--- src/rtl/riscv_pkg.sv ---
// riscv_pkg: shared widths, reset PC and fetch queue entry type
package riscv_pkg;
   localparam int XLEN = 32;
   localparam int INSTR_W = 32;
   localparam logic [XLEN-1:0] RESET_PC_DEFAULT = 32'h0000_0000;
   localparam logic [INSTR_W-1:0] NOP_INSTR = 32'h0000_0013;
   typedef struct packed {
      logic [XLEN-1:0]    pc;
      logic [INSTR_W-1:0] instr;
   } fetch_entry_t;
endpackage

--- src/rtl/fetch_stage_if.sv ---
// fetch_stage_if: instruction memory, redirect and decode handshakes of the fetch stage
interface fetch_stage_if;
   logic                          imem_req_valid;
   logic [riscv_pkg::XLEN-1:0]    imem_req_addr;
   logic                          imem_req_ready;
   logic                          imem_rsp_valid;
   logic [riscv_pkg::INSTR_W-1:0] imem_rsp_data;
   logic                          redirect;
   logic [riscv_pkg::XLEN-1:0]    redirect_pc;
   logic                          id_valid;
   logic [riscv_pkg::INSTR_W-1:0] id_instr;
   logic [riscv_pkg::XLEN-1:0]    id_pc;
   logic                          id_ready;
   modport master (
      output imem_req_valid, imem_req_addr, id_valid, id_instr, id_pc,
      input  imem_req_ready, imem_rsp_valid, imem_rsp_data, redirect, redirect_pc, id_ready
   );
   modport slave (
      input  imem_req_valid, imem_req_addr, id_valid, id_instr, id_pc,
      output imem_req_ready, imem_rsp_valid, imem_rsp_data, redirect, redirect_pc, id_ready
   );
endinterface

--- src/rtl/fetch_fifo.sv ---
// fetch_fifo: power-of-two registered FIFO with flush, used for PC tags and the fetch queue
module fetch_fifo #(
   parameter int DEPTH = 2,
   parameter int WIDTH = 32
) (
   input  logic                     clk,
   input  logic                     rst,
   input  logic                     push,
   input  logic                     pop,
   input  logic                     flush,
   input  logic [WIDTH-1:0]         din,
   output logic [WIDTH-1:0]         dout,
   output logic                     full,
   output logic                     empty,
   output logic [$clog2(DEPTH):0]   count
);
   localparam int AW = $clog2(DEPTH);
   localparam int CW = AW + 1;
   logic [WIDTH-1:0] mem [DEPTH];
   logic [AW-1:0] wr_ptr, rd_ptr;
   logic do_push, do_pop;
   assign empty = count == '0;
   assign full = count == CW'(DEPTH);
   assign do_pop = pop && !empty;
   assign do_push = push && (!full || do_pop);
   assign dout = mem[rd_ptr];
   // Pointer and occupancy bookkeeping; flush empties the FIFO in one cycle
   always_ff @(posedge clk)
      if (rst || flush) begin
         wr_ptr <= '0;
         rd_ptr <= '0;
         count <= '0;
      end else begin
         wr_ptr <= wr_ptr + AW'(do_push);
         rd_ptr <= rd_ptr + AW'(do_pop);
         count <= count + CW'(do_push) - CW'(do_pop);
      end
   // Storage write; contents need no reset since occupancy gates their use
   always_ff @(posedge clk)
      if (do_push) mem[wr_ptr] <= din;
endmodule

--- src/rtl/fetch_stage.sv ---
// fetch_stage: PC owner issuing instruction reads, buffering responses and handling redirects
module fetch_stage import riscv_pkg::*; #(
   parameter logic [XLEN-1:0] RESET_PC = RESET_PC_DEFAULT,
   parameter int QDEPTH = 2
) (
   input logic clk,
   input logic rst,
   fetch_stage_if.master bus
);
   localparam int CW = $clog2(QDEPTH) + 1;
   logic [XLEN-1:0] pc, tag_pc;
   logic [CW-1:0] inflight, drop, q_count, tag_count;
   logic [CW+1:0] occ;
   logic hs, rsp_keep, pop, q_full, q_empty, tag_full, tag_empty;
   fetch_entry_t q_in, head;
   assign occ = (CW+2)'(inflight) + (CW+2)'(drop) + (CW+2)'(q_count);
   assign hs = bus.imem_req_valid && bus.imem_req_ready;
   assign rsp_keep = bus.imem_rsp_valid && drop == '0;
   assign pop = bus.id_valid && bus.id_ready && !bus.redirect;
   assign q_in = '{pc: tag_pc, instr: bus.imem_rsp_data};
   assign bus.imem_req_valid = !rst && !bus.redirect && occ < (CW+2)'(QDEPTH);
   assign bus.imem_req_addr = pc;
   assign bus.id_valid = !rst && !q_empty;
   assign bus.id_pc = head.pc;
   assign bus.id_instr = bus.id_valid ? head.instr : NOP_INSTR;
   fetch_fifo #(.DEPTH(QDEPTH), .WIDTH(XLEN)) u_tag_fifo (
      .clk(clk), .rst(rst), .push(hs), .pop(rsp_keep), .flush(bus.redirect),
      .din(pc), .dout(tag_pc), .full(tag_full), .empty(tag_empty), .count(tag_count)
   );
   fetch_fifo #(.DEPTH(QDEPTH), .WIDTH($bits(fetch_entry_t))) u_queue (
      .clk(clk), .rst(rst), .push(rsp_keep && !bus.redirect), .pop(pop), .flush(bus.redirect),
      .din(q_in), .dout(head), .full(q_full), .empty(q_empty), .count(q_count)
   );
   // PC and outstanding-request counters; redirect turns every live request into a drop
   always_ff @(posedge clk)
      if (rst) begin
         pc <= RESET_PC;
         inflight <= '0;
         drop <= '0;
      end else if (bus.redirect) begin
         pc <= bus.redirect_pc & ~32'd3;
         inflight <= '0;
         drop <= drop + inflight - CW'(bus.imem_rsp_valid);
      end else begin
         pc <= hs ? pc + 32'd4 : pc;
         inflight <= inflight + CW'(hs) - CW'(rsp_keep);
         drop <= drop - CW'(bus.imem_rsp_valid && drop != '0);
      end
   // Memory protocol and tag bookkeeping invariants
   always_ff @(posedge clk)
      if (!rst) begin
         assert (!(bus.imem_rsp_valid && q_full));
         assert (!(rsp_keep && tag_empty));
         assert (!(hs && tag_full));
         assert (tag_count == inflight);
      end
endmodule

--- src/flat_wrapper.sv ---
// flat-port wrapper written by rule: the top's interface ports become plain ports
module fetch_stage_flat import riscv_pkg::*;
#(
   parameter logic [XLEN-1:0] RESET_PC = RESET_PC_DEFAULT,
   parameter int QDEPTH = 2
)
  (clk, rst, bus_imem_req_valid, bus_imem_req_addr, bus_id_valid, bus_id_instr, bus_id_pc, bus_imem_req_ready, bus_imem_rsp_valid, bus_imem_rsp_data, bus_redirect, bus_redirect_pc, bus_id_ready);
  fetch_stage_if bus_i ();
  input logic clk;
  input logic rst;
  output wire logic [$bits(bus_i.imem_req_valid)-1:0] bus_imem_req_valid;
  output wire logic [$bits(bus_i.imem_req_addr)-1:0] bus_imem_req_addr;
  output wire logic [$bits(bus_i.id_valid)-1:0] bus_id_valid;
  output wire logic [$bits(bus_i.id_instr)-1:0] bus_id_instr;
  output wire logic [$bits(bus_i.id_pc)-1:0] bus_id_pc;
  input wire logic [$bits(bus_i.imem_req_ready)-1:0] bus_imem_req_ready;
  input wire logic [$bits(bus_i.imem_rsp_valid)-1:0] bus_imem_rsp_valid;
  input wire logic [$bits(bus_i.imem_rsp_data)-1:0] bus_imem_rsp_data;
  input wire logic [$bits(bus_i.redirect)-1:0] bus_redirect;
  input wire logic [$bits(bus_i.redirect_pc)-1:0] bus_redirect_pc;
  input wire logic [$bits(bus_i.id_ready)-1:0] bus_id_ready;
  assign bus_imem_req_valid = bus_i.imem_req_valid;
  assign bus_imem_req_addr = bus_i.imem_req_addr;
  assign bus_id_valid = bus_i.id_valid;
  assign bus_id_instr = bus_i.id_instr;
  assign bus_id_pc = bus_i.id_pc;
  assign bus_i.imem_req_ready = bus_imem_req_ready;
  assign bus_i.imem_rsp_valid = bus_imem_rsp_valid;
  assign bus_i.imem_rsp_data = bus_imem_rsp_data;
  assign bus_i.redirect = bus_redirect;
  assign bus_i.redirect_pc = bus_redirect_pc;
  assign bus_i.id_ready = bus_id_ready;
  fetch_stage #(.RESET_PC(RESET_PC), .QDEPTH(QDEPTH)) u_core (.clk(clk), .rst(rst), .bus(bus_i));
endmodule
--- config.mk ---
export PLATFORM = sky130hd
export DESIGN_NAME = fetch_stage_flat
export DESIGN_NICKNAME = d
export VERILOG_FILES = /design/src/rtl/riscv_pkg.sv /design/src/rtl/fetch_stage_if.sv /design/src/rtl/fetch_fifo.sv /design/src/rtl/fetch_stage.sv /design/src/flat_wrapper.sv
export SDC_FILE = /design/constraint.sdc
export NUM_CORES = 1
export LEC_CHECK = 0
export CORE_ASPECT_RATIO = 0.75
export CORE_MARGIN = 1
export CORE_UTILIZATION = 57
export CTS_CLUSTER_DIAMETER = 40
export DETAILED_ROUTE_END_ITERATION = 8
export PLACE_DENSITY = 0.85
export SYNTH_ARGS = -nofsm -noshare
export SYNTH_HDL_FRONTEND = slang
export SYNTH_HIERARCHICAL = 1
export SYNTH_SLANG_ARGS = --single-unit
--- constraint.sdc ---
create_clock -name clk -period 11.3 [get_ports clk]
set_input_delay 2.26 -clock clk [delete_from_list [all_inputs] [get_ports clk]]
set_output_delay 2.26 -clock clk [all_outputs]
set_load 0.02 [all_outputs]
==> results of run 1 <==
cell type report:
cell class / instances / area [um2] / share of cell area, %
Clock buffer: 36 / 772 / 6.17
Clock inverter: 15 / 151 / 1.21
Inverter: 19 / 71.3 / 0.570
Multi-Input combinational cell: 382 / 2970 / 23.7
Sequential cell: 234 / 6610 / 52.8
Tap cell: 215 / 269 / 2.15
Timing Repair Buffer: 168 / 1670 / 13.3
worst min-delay path by stage:
stage / slack (ns) / cells past startpoint / from / to
2_1_floorplan: 0.52 / 1 / u_core/u_tag_fifo/mem[0][19] / u_core/u_queue/mem[0][51]
3_3_place_gp: 0.52 / 0 / u_core/bus.imem_req_addr[17] / u_core/u_tag_fifo/mem[0][17]
3_5_place_dp: 0.53 / 0 / u_core/bus.imem_req_addr[17] / u_core/u_tag_fifo/mem[0][17]
4_1_cts: 0.54 / 0 / u_core/bus.imem_req_addr[30] / u_core/u_tag_fifo/mem[0][30]
5_1_grt: 0.55 / 0 / u_core/bus.imem_req_addr[17] / u_core/u_tag_fifo/mem[1][17]
6_report: 0.54 / 0 / u_core/bus.imem_req_addr[30] / u_core/u_tag_fifo/mem[0][30]
through the flow:
stage	std cells	cell area [um2]
after floorplan	667	9790
after detailed placement	1018	11600
after CTS	1069	12500
final	1069	12500
after global placement	1018	11600
after global routing	1069	12500
metal layers:
| metal | up-vias | part of all wire, % | GRT usage, % |
|---|---|---|---|
| met4 | 0 | 2.6 | 8.55 |
| li1 | 2828 | - | - |
| met5 | - | 0 | 0 |
| met1 | 2989 | 41 | 30.3 |
| met2 | 318 | 48 | 39.3 |
| met3 | 44 | 8.3 | 5.01 |
state kept, by name, summed over array words and instances, names as in the netlist:
name / cells
u_core/u_queue/mem: 128
u_core/u_tag_fifo/mem: 64
u_core/bus.imem_req_addr: 30
u_core/drop: 2
u_core/inflight: 2
u_core/u_queue/count: 2
u_core/u_tag_fifo/count: 2
u_core/u_queue/rd_ptr: 1
u_core/u_queue/wr_ptr: 1
u_core/u_tag_fifo/rd_ptr: 1
u_core/u_tag_fifo/wr_ptr: 1
layout by cell type, fill, tap and decap left out, types with 8 or more instances in the layout:
master           count
clkbuf_16           29
and2_1              35
inv_1               18
edfxtp_1           192
nand2_1             25
nand4_1             11
clkdlybuf4s50_1    163
a31oi_1             11
xnor2_1              8
xor2_1              14
dfxtp_1             40
mux2_1              96
a21oi_1             19
nand3_1             14
nor2_1              35
o21ai_0             11
ha_1                13
power groups by stage:
stage / Sequential [mW] / Clock, mW / Combinational [mW]
after CTS: 0.992 / 0.887 / 0.164
after detailed placement: 1.01 / 0 / 0.162
final: 0.992 / 0.873 / 0.164
after global routing: 0.995 / 0.918 / 0.177
after global placement: 1.01 / 0 / 0.156
after floorplan: 1.01 / 0 / 0.0790
==> flow_metrics.tcl, run 1 <==
set metrics [dict create \
    finalHoldWorstSlack_ns 0.539 \
    core_area_mm2 0.0168 \
    diodes 0 \
    clk_latency_ns 0.53 \
    cp.arrival_ns 4.52 \
    grt_max_degree 66 \
    powerDensity_mw_per_mm2 162 \
    drc 0 \
    layout_setup_ws_ns 4.52 \
    yosys_warnings 6 \
    finClkSkew_ns 0.00901 \
    critical-path-top-delay-family "buffers and inverters" \
    dp_hpwl_um 13000 \
    die_area_mm2 0.0177 \
    fin_crit_sh_pct 60.0 \
    postCtsSetupBuffers 0 \
    cts_resized 0 \
    cts_buffers 28 \
    clockBufferDepth 3 \
    reg2reg_from "u_core/u_queue/count[1]" \
    critPathLaunch "rst" \
    pre_cts_ws_ns 4.59 \
    critPathBufInv 3 \
    post-route-util_pct 74.6 \
    crit_path_start_kind "input port" \
    power_frac_seq_pct 48.9 \
    cts_root_buf "clkbuf_16" \
    gr-total-overflow 0 \
    totalPowerFinal_mw 2.03 \
    max_freq_mhz 148 \
    hp-class "flop to flop" \
    wire_per_inst_um 19.5 \
    syn-cell-area_mm2 0.00977 \
    crit_chain "clkdlybuf4s50_1 -> buf_4 -> or2_1 -> nor4b_1 -> clkdlybuf4s50_1" \
    finalHoldViolations 0 \
    antenna_left 0 \
    slowest_delay_ns 0.70 \
    grt_pass1_vias 6088 \
    die_h_um 115 \
    io_pins 168 \
    avgSynthCellArea_um2 14.8 \
    setup_tns_ns 0 \
    slew_violations 0 \
    crit_cells 5 \
    p_leak_nw 4.29 \
    num_rows 41 \
    worstSetupPathType "input port to output port" \
    fp.dieW_um 153 \
    htree_num_levels 1 \
    ctsHoldBuffers 0 \
    r2r_cells 10 \
    drt_wl_total_um 20800 \
    netlist_instances 662 \
    fillers 1014 \
    firstDrtPassIters 5 \
    setup_viol 0 \
    p_int_mw 1.58 \
    max-cap-violations 0 \
    cpMostUsedCell "clkdlybuf4s50_1" \
    rrSetupSlack_ns 6.95 \
    worstReg2RegEnd "u_core/u_tag_fifo/mem[0][25]" \
    clkPwrFrac_pct 43.0 \
    antenna_found_initial 0 \
    cp-endpoint "bus_imem_req_valid" \
    start_util_pct 58.3 \
    worst_pin_slew_ns 0.972 \
    maxSlewHeadroom_pct 35.2 \
    nNetsFinal 919 \
    layout_min_cycle_time_ns 6.78 \
    via_per_inst 5.78 \
    crit_slowest_cell "clkdlybuf4s50_1" \
    crit_path_end_kind "output port" \
    p_sw_mw 0.452 \
    critPathRequiredTime_ns 9.04 \
    peakVddDrop_uv 111 \
    grt.total_usage_pct 23.4 \
    grt_pass1_wl_um 31800 \
    grt_setup_unrepaired "false" \
    dr_total_vias 6179 \
    drive_above_1_share_pct 8.31 \
    status "completed" \
    drt_iter0_drc 546 \
    io_buffers 163 \
    area_growth_pct 28.0 \
    cts_sinks 234 \
    power_frac_comb_pct 8.1 \
    clkTransAtPathRegs_ns 0.06 \
    swShare_pct 22.3 \
    worstPathMaxFanout 41 \
    gp_congestion 0.878 \
    cts_tree "built" \
]
(Power assumes the default switching activity.)
==> inputs of run 2 (changes only) <==
--- a/config.mk
+++ b/config.mk
@@ -7,10 +7,10 @@
 export LEC_CHECK = 0
 export CORE_ASPECT_RATIO = 0.75
 export CORE_MARGIN = 1
-export CORE_UTILIZATION = 57
+export CORE_UTILIZATION = 53
 export CTS_CLUSTER_DIAMETER = 40
 export DETAILED_ROUTE_END_ITERATION = 8
-export PLACE_DENSITY = 0.85
+export PLACE_DENSITY = 0.8
 export SYNTH_ARGS = -nofsm -noshare
 export SYNTH_HDL_FRONTEND = slang
 export SYNTH_HIERARCHICAL = 1
==> constraint.sdc (replaced) <==
create_clock -name clk -period 6.24 [get_ports clk]
set_input_delay 1.248 -clock clk [delete_from_list [all_inputs] [get_ports clk]]
set_output_delay 1.248 -clock clk [all_outputs]
set_load 0.02 [all_outputs]
==> flow_metrics.tcl, run 2 (synthesized netlist as in run 1, its figures left out) <==
set metrics [dict create \
    diodes 0 \
    hold_end "u_core/u_tag_fifo/mem[0][17]" \
    dp_cells 1046 \
    wire_per_inst_um 19.4 \
    io_pins 168 \
    dp_hpwl_um 13600 \
    cpMostUsedCell "clkdlybuf4s50_1" \
    htree_num_levels 1 \
    status "completed" \
    largest_reg_flops 128 \
    setup_tns_ns 0 \
    max_freq_mhz 208 \
    worst_pin_slew_ns 0.987 \
    hp-class "flop to flop" \
    p_leak_nw 4.28 \
    finalHoldViolations 0 \
    r2r_cells 10 \
    fin_crit_sh_pct 77.1 \
    cts_root_buf "clkbuf_16" \
    worstHoldPathCells 0 \
    place_area_mm2 0.0116 \
    worstPathMaxFanout 9 \
    postCtsSetupBuffers 0 \
    crit_slowest_cell "clkdlybuf4s50_1" \
    crit_chain "clkdlybuf4s50_1 -> or2_1 -> nor4b_1 -> clkdlybuf4s50_1" \
    grt_max_degree 66 \
    grt_pass1_vias 6363 \
    drive_above_1_share_pct 8.09 \
    die_h_um 120 \
    cts_buffers 27 \
    reg2reg_from "u_core/u_queue/count[1]" \
    grt_setup_unrepaired "false" \
    antenna_left 0 \
    slowest_delay_ns 0.71 \
    grt.total_usage_pct 22.3 \
    nNetsFinal 919 \
    core_area_mm2 0.0179 \
    largest_register "u_core/u_queue/mem" \
    min_from "u_core/bus.imem_req_addr[17]" \
    p_int_mw 2.87 \
    fillers 1197 \
    start_util_pct 54.7 \
    area_growth_pct 28.3 \
    swShare_pct 21.9 \
    cts_sinks 234 \
    critical-path-top-delay-family "buffers and inverters" \
    clockBufferDepth 3 \
    ctsHoldBuffers 0 \
    drc 0 \
    worstReg2RegEnd "u_core/u_tag_fifo/mem[0][30]" \
    power_frac_comb_pct 8.2 \
    rrSetupSlack_ns 2.07 \
    cp.arrival_ns 3.56 \
    slew_violations 0 \
    powerDensity_mw_per_mm2 293 \
    clkPwrFrac_pct 42.9 \
    num_rows 42 \
    critPathBufInv 2 \
    max-cap-violations 0 \
    finClkSkew_ns 0.0147 \
    dr_total_vias 6189 \
    power_frac_seq_pct 48.9 \
    io_buffers 163 \
    fp.dieW_um 159 \
    clk_latency_ns 0.52 \
    crit_path_start_kind "input port" \
    maxSlewHeadroom_pct 34.2 \
    via_per_inst 5.65 \
    final_cell_mix "192 x edfxtp_1, 163 x clkdlybuf4s50_1, 96 x mux2_1, 40 x dfxtp_1" \
    cts_resized 0 \
    critPathRequiredTime_ns 4.99 \
    layout_min_cycle_time_ns 4.81 \
    cts_tree "built" \
    grt_pass1_wl_um 33200 \
    clkTransAtPathRegs_ns 0.06 \
    peakVddDrop_uv 179 \
    crit_path_end_kind "output port" \
    worstSetupPathType "input port to output port" \
    gp_congestion 0.880 \
    drt_wl_total_um 21300 \
    firstDrtPassIters 6 \
    die_area_mm2 0.0190 \
    p_sw_mw 0.806 \
    final_cell_count_no_fill 1095 \
    final_common_cell "edfxtp_1" \
    setup_viol 0 \
    finish.instance_area_mm2 0.0125 \
    antenna_found_initial 0 \
    gr-total-overflow 0 \
    drt_iter0_drc 622 \
]
[run 2: cell count changes in the layout (fill, tap and decap cells not counted), moves of 2 or more]
| cell | change |
|---|---|
| bufinv_16 | +2 |
| clkbuf_16 | -2 |
| clkinv_1 | +2 |
| clkinv_4 | -3 |
| clkinvlp_4 | +2 |
[run 2: final cells by class]
class                           count  area, um2  area share [%]
Inverter                           19       71.3           0.569
Clock buffer                       32        704            5.62
Tap cell                          242        303            2.42
Sequential cell                   234       6610            52.7
Timing Repair Buffer              169       1680            13.4
Clock inverter                     17        204            1.63
Multi-Input combinational cell    382       2970            23.7
[run 2: power by group through the flow]
stage,Clock (mW),Combinational (mW),Sequential (mW)
after floorplan,0,0.143,1.83
after global placement,0,0.285,1.82
after detailed placement,0,0.299,1.83
after CTS,1.60,0.303,1.80
after global routing,1.67,0.324,1.80
final,1.58,0.303,1.80
[run 2: per-stage QoR]
stage                     util [%]  setup slack, ns  hold slack [ns]  power, mW
final                         70.2             1.43            0.542       3.68
after global routing          70.2             1.34            0.562       3.79
after CTS                     70.2             1.46            0.546       3.70
after global placement        65.1             1.51            0.525       2.11
after detailed placement      65.1             1.50            0.538       2.13
after floorplan                  -             2.07            0.520       1.97
[run 2: worst reg2reg max path, cell delays in order, from the launching register on]
cell and delay (ns):
dfxtp_1 0.47, inv_1 0.09, fa_1 0.50, inv_1 0.05, ha_1 0.30, nand4bb_1 0.38, or2_2 0.67, inv_1 0.19
a21boi_1 0.25, ha_1 0.47, buf_4 0.44
[run 2: routing by layer]
| metal | wire (um) | share of wire [%] | track usage, % |
|---|---|---|---|
| met1 | 9030 | 42 | 29.8 |
| met2 | 10300 | 48 | 37.7 |
| met3 | 1530 | 7.2 | 4.36 |
| met4 | 479 | 2.3 | 5.76 |
| met5 | 0 | 0 | 0 |
[run 2: worst max path at each step]
stage	depth (start not counted)	endpoint	from	slack, ns
2_1_floorplan	5	u_core/u_queue/mem[1][0]	rst	2.07
3_3_place_gp	4	bus_imem_req_valid	rst	1.51
3_5_place_dp	4	bus_imem_req_valid	rst	1.50
4_1_cts	4	bus_imem_req_valid	rst	1.46
5_1_grt	4	bus_imem_req_valid	rst	1.34
6_report	4	bus_imem_req_valid	rst	1.43
